File: src/rtl/smbus_pkg.sv
// Shared SMBus definitions used by the mailbox target and the relay blocks.
//   smb_state_e   : byte-level target FSM states
//   SMB_RW_*      : value of the R/W bit that follows the 7-bit address
//   SMB_MAX_REGS  : largest mailbox the 4-bit register index can address
//   smb_ptr_inc   : mailbox pointer increment with power-of-two wrap
package smbus_pkg;

    typedef enum logic [3:0] {
        ST_IDLE      = 4'd0,
        ST_ADDR      = 4'd1,
        ST_ADDR_ACK  = 4'd2,
        ST_CMD       = 4'd3,
        ST_CMD_ACK   = 4'd4,
        ST_WDATA     = 4'd5,
        ST_WDATA_ACK = 4'd6,
        ST_RDATA     = 4'd7,
        ST_RDATA_ACK = 4'd8,
        ST_WAIT_STOP = 4'd9
    } smb_state_e;

    localparam logic SMB_RW_WRITE = 1'b0;
    localparam logic SMB_RW_READ  = 1'b1;

    localparam int SMB_MAX_REGS = 16;

    // The mailbox depth is a power of two, so wrap is a mask.
    function automatic logic [3:0] smb_ptr_inc(input logic [3:0] ptr,
                                               input logic [3:0] mask);
        return (ptr + 4'd1) & mask;
    endfunction

endpackage

File: src/rtl/smbus_input_filter.sv
// Pad conditioner: 2-FF synchronizer followed by a glitch filter.
// The filtered level only changes after FILTER_CYCLES consecutive
// synchronized samples that differ from it; any shorter excursion is dropped.
//   i_clk    : system clock
//   i_rst_n  : asynchronous active-low reset (everything resets to 1)
//   ia_pad   : asynchronous pad level
//   o_level  : filtered level
module smbus_input_filter #(
    parameter int FILTER_CYCLES = 3
) (
    input  logic i_clk,
    input  logic i_rst_n,
    input  logic ia_pad,
    output logic o_level
);

    localparam logic [3:0] CNT_LAST = 4'(FILTER_CYCLES - 1);

    logic       r_sync1;
    logic       r_sync2;
    logic       r_level;
    logic [3:0] r_cnt;

    always_ff @(posedge i_clk or negedge i_rst_n) begin
        if (!i_rst_n) begin
            r_sync1 <= 1'b1;
            r_sync2 <= 1'b1;
            r_level <= 1'b1;
            r_cnt   <= 4'd0;
        end else begin
            r_sync1 <= ia_pad;
            r_sync2 <= r_sync1;
            if (r_sync2 == r_level) begin
                r_cnt <= 4'd0;
            end else if (r_cnt == CNT_LAST) begin
                r_level <= r_sync2;
                r_cnt   <= 4'd0;
            end else begin
                r_cnt <= r_cnt + 4'd1;
            end
        end
    end

    assign o_level = r_level;

endmodule

File: src/rtl/smbus_mailbox_target.sv
// SMBus target exposing a small byte mailbox to both the bus and local logic.
// Bus write: S addr+W A cmd A data A ... P  (cmd selects the start register)
// Bus read : S addr+R A data A ... data N P (starts at the current pointer)
// Combined format (write cmd, repeated START, read) is supported.
// Ports:
//   iClk, iRst_n        : system clock, asynchronous active-low reset
//   ia_scl, ia_sda      : asynchronous SMBus pad levels
//   o_sda_oe            : 1 pulls SDA low, 0 releases it (SCL is never driven)
//   i_local_wr/addr/wdata : local write port (one-cycle strobe)
//   o_local_rdata       : combinational read of register[i_local_addr]
//   o_smb_wr_pulse/addr : one-cycle pulse and index for each bus-written byte
//   o_busy              : addressed transaction in progress
//   o_dbg_state         : current FSM state
module smbus_mailbox_target
    import smbus_pkg::*;
#(
    parameter logic [6:0] SLAVE_ADDR    = 7'h38,
    parameter int          FILTER_CYCLES = 3,
    parameter int          NUM_REGS      = 16
) (
    input  logic       iClk,
    input  logic       iRst_n,
    input  logic       ia_scl,
    input  logic       ia_sda,
    output logic       o_sda_oe,
    input  logic       i_local_wr,
    input  logic [3:0] i_local_addr,
    input  logic [7:0] i_local_wdata,
    output logic [7:0] o_local_rdata,
    output logic       o_smb_wr_pulse,
    output logic [3:0] o_smb_wr_addr,
    output logic       o_busy,
    output smb_state_e o_dbg_state
);

    localparam logic [3:0] PTR_MASK   = 4'(NUM_REGS - 1);
    localparam logic [7:0] NUM_REGS_B = 8'(NUM_REGS);

    // ------------------------------------------------------------------
    // Pad conditioning and bus-condition detection
    // ------------------------------------------------------------------
    logic w_scl;
    logic w_sda;

    smbus_input_filter #(.FILTER_CYCLES(FILTER_CYCLES)) u_scl_filter (
        .i_clk   (iClk),
        .i_rst_n (iRst_n),
        .ia_pad  (ia_scl),
        .o_level (w_scl)
    );

    smbus_input_filter #(.FILTER_CYCLES(FILTER_CYCLES)) u_sda_filter (
        .i_clk   (iClk),
        .i_rst_n (iRst_n),
        .ia_pad  (ia_sda),
        .o_level (w_sda)
    );

    logic r_scl_d;
    logic r_sda_d;

    always_ff @(posedge iClk or negedge iRst_n) begin
        if (!iRst_n) begin
            r_scl_d <= 1'b1;
            r_sda_d <= 1'b1;
        end else begin
            r_scl_d <= w_scl;
            r_sda_d <= w_sda;
        end
    end

    logic w_scl_rise;
    logic w_scl_fall;
    logic w_start;
    logic w_stop;

    assign w_scl_rise = w_scl & ~r_scl_d;
    assign w_scl_fall = ~w_scl & r_scl_d;
    // SCL must be high on both samples so an SDA change that merely
    // coincides with an SCL edge is never taken for START/STOP.
    assign w_start = r_sda_d & ~w_sda & w_scl & r_scl_d;
    assign w_stop  = ~r_sda_d & w_sda & w_scl & r_scl_d;

    // ------------------------------------------------------------------
    // FSM and datapath registers
    // ------------------------------------------------------------------
    smb_state_e r_state;
    logic [3:0] r_cnt;      // write states: SCL rises seen; RDATA: bits already shifted out
    logic [7:0] r_shift;    // received byte; bit 0 holds R/W while in ADDR_ACK
    logic [7:0] r_tx;       // read byte latched at its first drive edge
    logic [3:0] r_ptr;
    logic       r_sda_oe;
    logic       r_busy;
    logic       r_wr_pulse;
    logic [3:0] r_wr_addr;
    logic [7:0] r_regs [SMB_MAX_REGS];

    smb_state_e w_state_nxt;
    logic [3:0] w_cnt_nxt;
    logic [7:0] w_shift_nxt;
    logic [7:0] w_tx_nxt;
    logic [3:0] w_ptr_nxt;
    logic       w_oe_nxt;
    logic       w_busy_nxt;
    logic       w_smb_we;
    logic [7:0] w_smb_wdata;
    logic [7:0] w_rd_byte;

    assign w_rd_byte = r_regs[r_ptr];

    always_comb begin
        w_state_nxt = r_state;
        w_cnt_nxt   = r_cnt;
        w_shift_nxt = r_shift;
        w_tx_nxt    = r_tx;
        w_ptr_nxt   = r_ptr;
        w_oe_nxt    = r_sda_oe;
        w_busy_nxt  = r_busy;
        w_smb_we    = 1'b0;
        w_smb_wdata = {r_shift[6:0], w_sda};

        if (w_stop) begin
            w_state_nxt = ST_IDLE;
            w_oe_nxt    = 1'b0;
            w_busy_nxt  = 1'b0;
            w_cnt_nxt   = 4'd0;
        end else if (w_start) begin
            w_state_nxt = ST_ADDR;
            w_oe_nxt    = 1'b0;
            w_cnt_nxt   = 4'd0;
        end else begin
            case (r_state)
                ST_ADDR, ST_CMD, ST_WDATA: begin
                    if (w_scl_rise && r_cnt != 4'd8) begin
                        w_shift_nxt = {r_shift[6:0], w_sda};
                        w_cnt_nxt   = r_cnt + 4'd1;
                        // Data byte is committed on its 8th rising edge.
                        if (r_state == ST_WDATA && r_cnt == 4'd7) begin
                            w_smb_we  = 1'b1;
                            w_ptr_nxt = smb_ptr_inc(r_ptr, PTR_MASK);
                        end
                    end else if (w_scl_fall && r_cnt == 4'd8) begin
                        if (r_state == ST_ADDR) begin
                            if (r_shift[7:1] == SLAVE_ADDR) begin
                                w_state_nxt = ST_ADDR_ACK;
                                w_oe_nxt    = 1'b1;
                                w_busy_nxt  = 1'b1;
                            end else begin
                                w_state_nxt = ST_WAIT_STOP;
                                w_busy_nxt  = 1'b0;
                            end
                        end else if (r_state == ST_CMD) begin
                            if (r_shift < NUM_REGS_B) begin
                                w_ptr_nxt   = r_shift[3:0];
                                w_state_nxt = ST_CMD_ACK;
                                w_oe_nxt    = 1'b1;
                            end else begin
                                w_state_nxt = ST_WAIT_STOP;
                            end
                        end else begin
                            w_state_nxt = ST_WDATA_ACK;
                            w_oe_nxt    = 1'b1;
                        end
                    end
                end

                ST_ADDR_ACK: begin
                    if (w_scl_fall) begin
                        w_cnt_nxt = 4'd0;
                        if (r_shift[0] == SMB_RW_READ) begin
                            w_state_nxt = ST_RDATA;
                            w_tx_nxt    = w_rd_byte;
                            w_oe_nxt    = ~w_rd_byte[7];
                        end else begin
                            w_state_nxt = ST_CMD;
                            w_oe_nxt    = 1'b0;
                        end
                    end
                end

                ST_CMD_ACK, ST_WDATA_ACK: begin
                    if (w_scl_fall) begin
                        w_state_nxt = ST_WDATA;
                        w_oe_nxt    = 1'b0;
                        w_cnt_nxt   = 4'd0;
                    end
                end

                ST_RDATA: begin
                    if (w_scl_fall) begin
                        if (r_cnt == 4'd7) begin
                            // Bit 0 has been on the bus: release for the master ACK.
                            w_state_nxt = ST_RDATA_ACK;
                            w_oe_nxt    = 1'b0;
                            w_cnt_nxt   = 4'd0;
                            w_ptr_nxt   = smb_ptr_inc(r_ptr, PTR_MASK);
                        end else begin
                            w_tx_nxt  = {r_tx[6:0], 1'b0};
                            w_oe_nxt  = ~r_tx[6];
                            w_cnt_nxt = r_cnt + 4'd1;
                        end
                    end
                end

                ST_RDATA_ACK: begin
                    if (w_scl_rise && w_sda) begin
                        w_state_nxt = ST_WAIT_STOP;
                    end else if (w_scl_fall) begin
                        w_state_nxt = ST_RDATA;
                        w_tx_nxt    = w_rd_byte;
                        w_oe_nxt    = ~w_rd_byte[7];
                        w_cnt_nxt   = 4'd0;
                    end
                end

                default: begin
                    // IDLE and WAIT_STOP only leave on START/STOP.
                end
            endcase
        end
    end

    always_ff @(posedge iClk or negedge iRst_n) begin
        if (!iRst_n) begin
            r_state    <= ST_IDLE;
            r_cnt      <= 4'd0;
            r_shift    <= 8'h00;
            r_tx       <= 8'h00;
            r_ptr      <= 4'd0;
            r_sda_oe   <= 1'b0;
            r_busy     <= 1'b0;
            r_wr_pulse <= 1'b0;
            r_wr_addr  <= 4'd0;
        end else begin
            r_state    <= w_state_nxt;
            r_cnt      <= w_cnt_nxt;
            r_shift    <= w_shift_nxt;
            r_tx       <= w_tx_nxt;
            r_ptr      <= w_ptr_nxt;
            r_sda_oe   <= w_oe_nxt;
            r_busy     <= w_busy_nxt;
            r_wr_pulse <= w_smb_we;
            if (w_smb_we) begin
                r_wr_addr <= r_ptr;
            end
        end
    end

    // ------------------------------------------------------------------
    // Mailbox storage: bus write has priority on an index collision.
    // Entries at or above NUM_REGS are never written and read as zero.
    // ------------------------------------------------------------------
    always_ff @(posedge iClk or negedge iRst_n) begin
        if (!iRst_n) begin
            for (int i = 0; i < SMB_MAX_REGS; i++) begin
                r_regs[i] <= 8'h00;
            end
        end else begin
            for (int i = 0; i < SMB_MAX_REGS; i++) begin
                if (i < NUM_REGS) begin
                    if (w_smb_we && r_ptr == 4'(i)) begin
                        r_regs[i] <= w_smb_wdata;
                    end else if (i_local_wr && i_local_addr == 4'(i)) begin
                        r_regs[i] <= i_local_wdata;
                    end
                end
            end
        end
    end

    assign o_local_rdata  = r_regs[i_local_addr];
    assign o_sda_oe       = r_sda_oe;
    assign o_smb_wr_pulse = r_wr_pulse;
    assign o_smb_wr_addr  = r_wr_addr;
    assign o_busy         = r_busy;
    assign o_dbg_state    = r_state;

endmodule

File: config.mk
export PLATFORM = sky130hd
export DESIGN_NAME = smbus_mailbox_target
export DESIGN_NICKNAME = d
export VERILOG_FILES = /design/src/rtl/smbus_pkg.sv /design/src/rtl/smbus_input_filter.sv /design/src/rtl/smbus_mailbox_target.sv
export SDC_FILE = /design/constraint.sdc
export NUM_CORES = 1
export LEC_CHECK = 0
export CORE_MARGIN = 5
export CORE_UTILIZATION = 60
export DETAILED_ROUTE_END_ITERATION = 8
export PLACE_DENSITY = 0.78
export REMOVE_ABC_BUFFERS = 1
export SLEW_MARGIN = 10
export SYNTH_ARGS = -nofsm -noshare
export SYNTH_HDL_FRONTEND = slang
export SYNTH_SLANG_ARGS = --single-unit
File: constraint.sdc
create_clock -name iClk -period 3.2 [get_ports iClk]
set_input_delay 0.64 -clock iClk [delete_from_list [all_inputs] [get_ports iClk]]
set_output_delay 0.64 -clock iClk [all_outputs]
set_load 0.01 [all_outputs]
# Word-level counts from Yosys, hierarchy flattened
# Cells that the tools add are included.
# totals
ff_bits	178
inputBits	17
out_inout_bits	19
wordCells	317
# op_classes
add_sub_neg	4
order_cmp	3
eq_ne	72
muxes	110
n_bitwise	20
n_reduce_logical	73
# op_table
cell	count
$mux 8	36
$mux 4	33
$eq 4x4->1 const B	18
$bmux 8 s4	2
$eq 4x3->1 const B	13
$mux 7	6
$ne 4x4->1 const B	10
$reduce_bool 2->1	20
$logic_and 1x1->1	36
$eq 4x2->1 const B	8
$mux 1	27
$pmux 7 s3	1
$pmux 4 s5	1
$reduce_and 10->1	2
$add 4x1->4 const B	4
$ne 2x2->1 const B	8
$pmux 4 s4	1
$ne 3x3->1 const B	5
$eq 4x1->1 const B	3
$ge 5x5->1 const B	2
$ne 5x5->1 const B	2
$not 1->1	10
$not 4->5	2
$reduce_and 9->1	1
other kinds (19)	31

# Logic depth before layout (Yosys ltp)
# Gate-level depths: netlist (run 1).
# depth
word_depth	10
ltp_mapped	9
mapped_depth_nobuf	7

# By module
# From an unflattened synthesis (run 1), not the netlist that was laid out.
# unflattened
cells_unflattened	1007
area_unflattened_um2	10646.5
# by_module_without_submodules
mod	n_inst	cells_per_inst	area_each_um2	seq_area_each_um2
smbus_mailbox_target	1	963	10070.9	4106.4
smbus_input_filter	2	22	287.8	178.9

# Worst setup path before layout (run 1)
# Ideal clock, no wire load.
# synth_timing
kind	input to output
from	input port i_local_addr[0]
to	output port o_local_rdata[0]
arrival_ns	2.147
required_ns	2.560
slack_ns	0.413
path_stages	4
path_buffers	2
cell_sequence	buf_4 buf_2 mux4_2 mux4_2
# synth_between
elab_chain_cells	4
# synth_lines
item	line	rtl
start: declaration	smbus_mailbox_target.sv:27	input logic [3:0] i_local_addr,
$not 4->5 (not written as such)	smbus_mailbox_target.sv:271	assign o_local_rdata = r_regs[i_local_addr];
$bmux 8 s4	smbus_mailbox_target.sv:271	
$mux 8 (not written as such) (2 in series)	smbus_mailbox_target.sv:271	
end: declaration	smbus_mailbox_target.sv:29	output logic [7:0] o_local_rdata,
# No other way between the ends. The select of a mux whose other input is x is not followed.

# Worst setup path in the final report (run 1)
# layout_timing
from	input port i_local_addr[0]
to	output port o_local_rdata[1]
# The elaborated chain is that of the path after synthesis.

==> impl_metrics.yaml, run 1 <==
grt:
  busiest_layer: "met2"
  antenna_found_initial: 2
  grt_max_degree: 72
  grt_pass1_wl_um: 48920
  grt_usage_pct: 31.04
  grt_pass1_vias: 8585
  grt_overflow: 0
  grtUsageMet1_pct: 43.34
  grt_util_met2_pct: 46.77
  met3_usage_pct: 7.756
floorplanning:
  core-area_sq_mm: 0.01790
  num_rows: 49
  ios: 36
  start_util_pct: 60.83
  dieWidth_um: 144.7
  die_area_sq_mm: 0.02095
  die_h_um: 144.7
placed_design:
  place_ws_ns: -0.03020
  dpl.hpwl_um: 20960
  port_buffers: 35
  place_congestion: 0.9674
timing:
  finalSetupViolations: 0
  setup_slack_ns: 0.04411
  fin_crit_ns: 3.156
  fmax_mhz: 316.9
  max_slew_margin_pct: 40.32
  fin_worst_skew_ns: 0.01118
  drv_slew: 0
  fin_crit_sh_pct: 98.62
  worst-slew-pin-transition_ns: 0.8952
  rsz0062_at_grt: "no"
  final_hold_viol_count: 0
  tns_ns: 0
setup_path:
  max_stage_delay_ns: 0.52
  critical-path-top-delay-family: "multiplexers"
  path_class: "in2out"
  cp_common_cell: "mux4_2"
  crit_fanout: 12
  crit_slowest_cell: "mux4_2"
  path_cells: "buf_4 > buf_12 > mux4_2 > mux4_2 > clkdlybuf4s50_1"
  start_kind: "primary input"
  crit_arrival_ns: 2.52
  worstSetupEndpointType: "output pin"
  critPathBufInv: 3
  cp.required_ns: 2.56
pwr:
  p_seq_share_pct: 38.8
  switching_power_mw: 3.321
  power.density_mw_per_mm2: 741.7
  comb_power_share_pct: 37.8
  ir_drop_mv: 0.5811
  switching_share_pct: 36.65
  power.leakage_nw: 5.292
  p_int_mw: 5.740
  power_frac_clock_pct: 23.4
yosys:
  synth_top_area_share_pct: 39.06
  synthTopCellsByArea: "dfrtp_1 (39%), mux4_2 (13%), mux2i_1 (12%), a21oi_1 (6.3%), nor2_1 (5.4%)"
  synthCells: 999
  synth_edf_count: 0
  ys_seq_area_share_pct: 40.99
  synthFlopType: "dfrtp_1"
  synth.avg_cell_area_sq_um: 10.90
  synth_cell_type_count: 65
  yosys.area.top_type: "dfrtp_1"
  async_flop_share_pct: 100.0
  synth_warnings: 0
  ys_ff_latch: 178
  syn_area_sq_mm: 0.01089
cts:
  max-clock-path-buffers: 2
  insertion_delay_ns: 0.45
  cts-root-buf: "clkbuf_16"
  ctsHtreeMaxLevel: 4
  cts_tree: "done"
  clock_sinks: 178
  post_cts_buffers: 0
  numCtsBuffers: 17
  path_clk_slew_ns: 0.07
route:
  wl_per_cell_um: 24.51
  drc: 0
  drt_first_pass_iters: 6
  vias: 8721
  drt_first_iter_violations: 1102
  routed_via_density: 6.889
  routed_wl_um: 31030
  antenna_left: 0
hold_path:
  min_path_type: "in2async"
layout:
  area_growth_pct: 12.18
  drive_above_1_share_pct: 18.23
  final_cell_mix: "dfrtp_1 (169), nor2_1 (157), a21oi_1 (138)"
  final_common_cell: "dfrtp_1"
  utilization_pct: 68.24
  final_nets: 1052
  antenna_cells: 0
job:
  drv_cap: 0
run_status:
  status: "completed"
==> cell type report <==
| type | instances | area [sq um] |
|---|---|---|
| well taps | 229 | 286.5 |
| inverters | 13 | 48.80 |
| clock buffers | 19 | 452.9 |
| fillers | 1319 | 5685 |
| clock inverters | 12 | 131.4 |
| repair buffers | 90 | 862.1 |
| flip-flops and latches | 178 | 4466 |
| multi-input cells | 725 | 5969 |
==> routing by layer <==
layer / share of wire [%] / routed length (um) / vias up
met5: 0.16 / 51 / -
met4: 4.4 / 1371 / 4
met3: 11 / 3295 / 133
met2: 45 / 14050 / 587
met1: 40 / 12260 / 4255
li1: - / - / 3742
==> per-stage QoR <==
step	cell area, sq um	power, mW	std cells	hold slack [ns]
floorplan	10480	5.670	916	0.3444
global placement	11620	6.796	1235	0.3465
detailed placement	11620	6.893	1235	0.3506
CTS	12210	9.009	1266	0.2311
global route	12220	9.518	1266	0.2687
finish	12220	9.061	1266	0.2052
==> power by group through the flow <==
stage	sequential, mW	combinational, mW	clock, mW
after detailed placement	3.51	3.39	0
after floorplan	3.49	2.18	0
after global routing	3.57	3.72	2.22
after CTS	3.48	3.40	2.13
final	3.52	3.43	2.12
after global placement	3.49	3.30	0
==> cell families (layout without fill, tap and decap cells) <==
| group | after synthesis | after routing | share of synthesized area, % |
|---|---|---|---|
| XOR/XNOR | 9 | 9 | 0.7238 |
| adder cells (fa/ha/maj) | 10 | 10 | 1.149 |
| flip-flops | 178 | 178 | 40.99 |
| multiplexers | 229 | 229 | 30.81 |
| AO/OA/AOI/OAI | 197 | 197 | 10.14 |
| AND/OR/NAND/NOR | 280 | 280 | 11.98 |
| buffers and inverters | 96 | 134 | 4.193 |
==> final timing paths <==
kind	from	to	slack, ns	cells after the start
max in group asynchronous	iRst_n	r_regs[32]$_DFFE_PN0P_	2.18	2
worst max register to register	o_dbg_state[2]$_DFFE_PN0P_	r_regs[9]$_DFFE_PN0P_	0.62	5
worst max-delay path	i_local_addr[0]	o_local_rdata[1]	0.04	5
worst min register to register	u_sda_filter.r_sync1$_DFF_PN1_	u_sda_filter.r_sync2$_DFF_PN1_	0.36	0
min in group iClk	u_sda_filter.r_sync1$_DFF_PN1_	u_sda_filter.r_sync2$_DFF_PN1_	0.36	0
worst min-delay path	iRst_n	o_dbg_state[2]$_DFFE_PN0P_	0.21	1
==> Yosys cell counts (13+ instances only) <==
cell	number
dfrtp_1	170
inv_1	13
mux2i_1	135
clkbuf_1	38
mux4_1	15
buf_2	32
a21oi_1	138
nor2_1	157
mux2_2	14
nand3_1	24
nand2_1	30
mux4_2	64
==> registers in the layout, indices dropped and copies added, names as in the netlist <==
register	cells
u_sda_filter.r_sync1	1
u_sda_filter.r_sync2	1
u_scl_filter.r_cnt	4
o_busy	1
u_scl_filter.r_sync1	1
r_scl_d	1
r_tx	7
o_dbg_state	4
r_sda_d	1
o_sda_oe	1
u_sda_filter.r_cnt	4
u_sda_filter.o_level	1
r_regs	128
u_scl_filter.o_level	1
u_scl_filter.r_sync2	1
r_shift	8
o_smb_wr_pulse	1
r_ptr	4
r_cnt	4
o_smb_wr_addr	4
==> what timing repair did <==
action | CTS | global route
hold buffers | 0 | 0
setup endpoints to repair | 7 | 2
gates resized for setup | 1 | 2
Note: power is estimated with default switching activity, not from simulation.
==> run 2: changes to the inputs <==
--- a/config.mk
+++ b/config.mk
@@ -8,8 +8,8 @@
 export CORE_MARGIN = 5
 export CORE_UTILIZATION = 60
 export DETAILED_ROUTE_END_ITERATION = 8
+export MAX_ROUTING_LAYER = met4
 export PLACE_DENSITY = 0.78
-export REMOVE_ABC_BUFFERS = 1
 export SLEW_MARGIN = 10
 export SYNTH_ARGS = -nofsm -noshare
 export SYNTH_HDL_FRONTEND = slang
==> run 2 against run 1 <==
Clock-buffer cell count down 2. First-iteration DRC count up 15%. Non-clock buffer count down 13. Clock skew about the same. Sequential share of layout area up 0.27 points. Maximum frequency up 0.55%. Wire length down 7.5%. Clock power up 3%. Power up 0.75%. Die area unchanged. Critical path type unchanged. Critical endpoint is now o_local_rdata[4].
==> impl_metrics.yaml, run 2 (synthesized netlist as in run 1, its figures left out) <==
cts:
  ctsHtreeMaxLevel: 4
  insertion_delay_ns: 0.44
  clock_sinks: 178
  cts_tree: "done"
  numCtsBuffers: 17
  path_clk_slew_ns: 0.07
  cts-root-buf: "clkbuf_16"
  max-clock-path-buffers: 2
placed_design:
  place_congestion: 0.9310
  dpl.hpwl_um: 20630
  port_buffers: 35
timing:
  finalSetupViolations: 0
  fmax_mhz: 318.6
  worst-slew-pin-transition_ns: 0.9474
  fin_crit_ns: 3.138
  drv_slew: 0
  final_hold_viol_count: 0
  max_slew_margin_pct: 36.84
  holdWs_ns: 0.05692
  tns_ns: 0
  rsz0062_at_grt: "no"
  fin_worst_skew_ns: 0.01114
  fin_crit_sh_pct: 98.08
setup_path:
  cp.required_ns: 2.56
  crit_arrival_ns: 2.50
  worstSetupEndpointType: "output pin"
  path_class: "in2out"
  start_kind: "primary input"
  rr_worst_depth: 5
  crit_fanout: 15
layout:
  reg_top3: "r_regs: 128 flops, r_shift: 8 flops, r_tx: 7 flops"
  drive_above_1_share_pct: 17.27
  multi_input_area_sq_mm: 0.005969
  seq_area_sq_mm: 0.004466
  final_cell_mix: "dfrtp_1 (169), nor2_1 (157), a21oi_1 (138)"
  final_common_cell: "dfrtp_1"
  area_growth_pct: 11.35
  fill_cells: 1314
  top_register: "r_regs"
  final_nets: 1039
  largest_reg_flops: 128
floorplanning:
  start_util_pct: 60.83
  die_h_um: 144.7
  ios: 36
  dieWidth_um: 144.7
  core-area_sq_mm: 0.01790
  num_rows: 49
  die_area_sq_mm: 0.02095
grt:
  grt_max_degree: 79
  grt_overflow: 0
  antenna_found_initial: 1
  grt_pass1_vias: 8205
  grt_usage_pct: 30.11
  grt_pass1_wl_um: 46620
route:
  routed_via_density: 6.693
  drc: 0
  antenna_left: 0
  drt_first_pass_iters: 5
  routed_wl_um: 28690
  drt_first_iter_violations: 1269
  wl_per_cell_um: 22.86
  vias: 8400
hold_path:
  min_path_type: "in2async"
pwr:
  ir_drop_mv: 0.5273
  power.density_mw_per_mm2: 752.9
  totalPowerFinal_mw: 9.130
  power.leakage_nw: 5.235
job:
  drv_cap: 0
run_status:
  status: "completed"
yosys:
  syn-num-nets: 1026
[run 2: metrics by stage]
| stage | setup WS (ns) | util [%] | instance area, sq um | cells |
|---|---|---|---|---|
| final | 0.06153 | 67.74 | 12130 | 1255 |
| after global placement | 0.005189 | 63.87 | 11430 | 1213 |
| after CTS | 0.004676 | 67.31 | 12050 | 1245 |
| after global routing | 0.01088 | 67.74 | 12130 | 1255 |
| after detailed placement | -0.01115 | 63.87 | 11430 | 1213 |
| after floorplan | 0.4126 | - | 10890 | 999 |
[run 2: critical path, cell delays in order]
cell,delay [ns]
buf_2,0.18
buf_12,0.18
mux4_2,0.51
mux4_2,0.49
clkdlybuf4s50_1,0.50
[run 2: repair_timing]
| item | CTS | global route |
|---|---|---|
| setup endpoints to repair | 6 | 4 |
| endpoints found under the hold margin | 0 | 0 |
| setup buffers | 0 | 9 |
| hold buffers | 0 | 0 |
| resized for setup | 5 | 3 |
[run 2: final timing paths]
path | startpoint | to | slack [ns]
min in group iClk | u_sda_filter.r_sync1$_DFF_PN1_ | u_sda_filter.r_sync2$_DFF_PN1_ | 0.36
worst max register to register | o_dbg_state[0]$_DFFE_PN0P_ | r_regs[45]$_DFFE_PN0P_ | 0.47
worst min register to register | u_sda_filter.r_sync1$_DFF_PN1_ | u_sda_filter.r_sync2$_DFF_PN1_ | 0.36
max in group asynchronous | iRst_n | r_regs[66]$_DFFE_PN0P_ | 2.44
worst min-delay path | iRst_n | r_cnt[2]$_DFFE_PN0P_ | 0.06
worst max-delay path | i_local_addr[0] | o_local_rdata[4] | 0.06
[run 2: metal layers]
| metal | global-route usage (%) | share of wire, % |
|---|---|---|
| met1 | 38.94 | 39 |
| met2 | 48.84 | 50 |
| met3 | 5.159 | 7.7 |
| met4 | 10.16 | 3.7 |
| met5 | - | 0 |
[run 2: layout make-up]
class | count | area share [%]
Inverter | 13 | 0.4024
Tap cell | 229 | 2.363
Multi-Input combinational cell | 725 | 49.23
Clock inverter | 15 | 1.568
Antenna cell | 1 | 0.02064
Clock buffer | 17 | 3.508
Sequential cell | 178 | 36.82
Timing Repair Buffer | 77 | 6.088
[run 2: power breakdown]
part / total, mW / switching [mW] / internal [mW]
clock network: 2.19 / 0.997 / 1.19
registers: 3.66 / 0.826 / 2.83
logic: 3.28 / 1.60 / 1.68
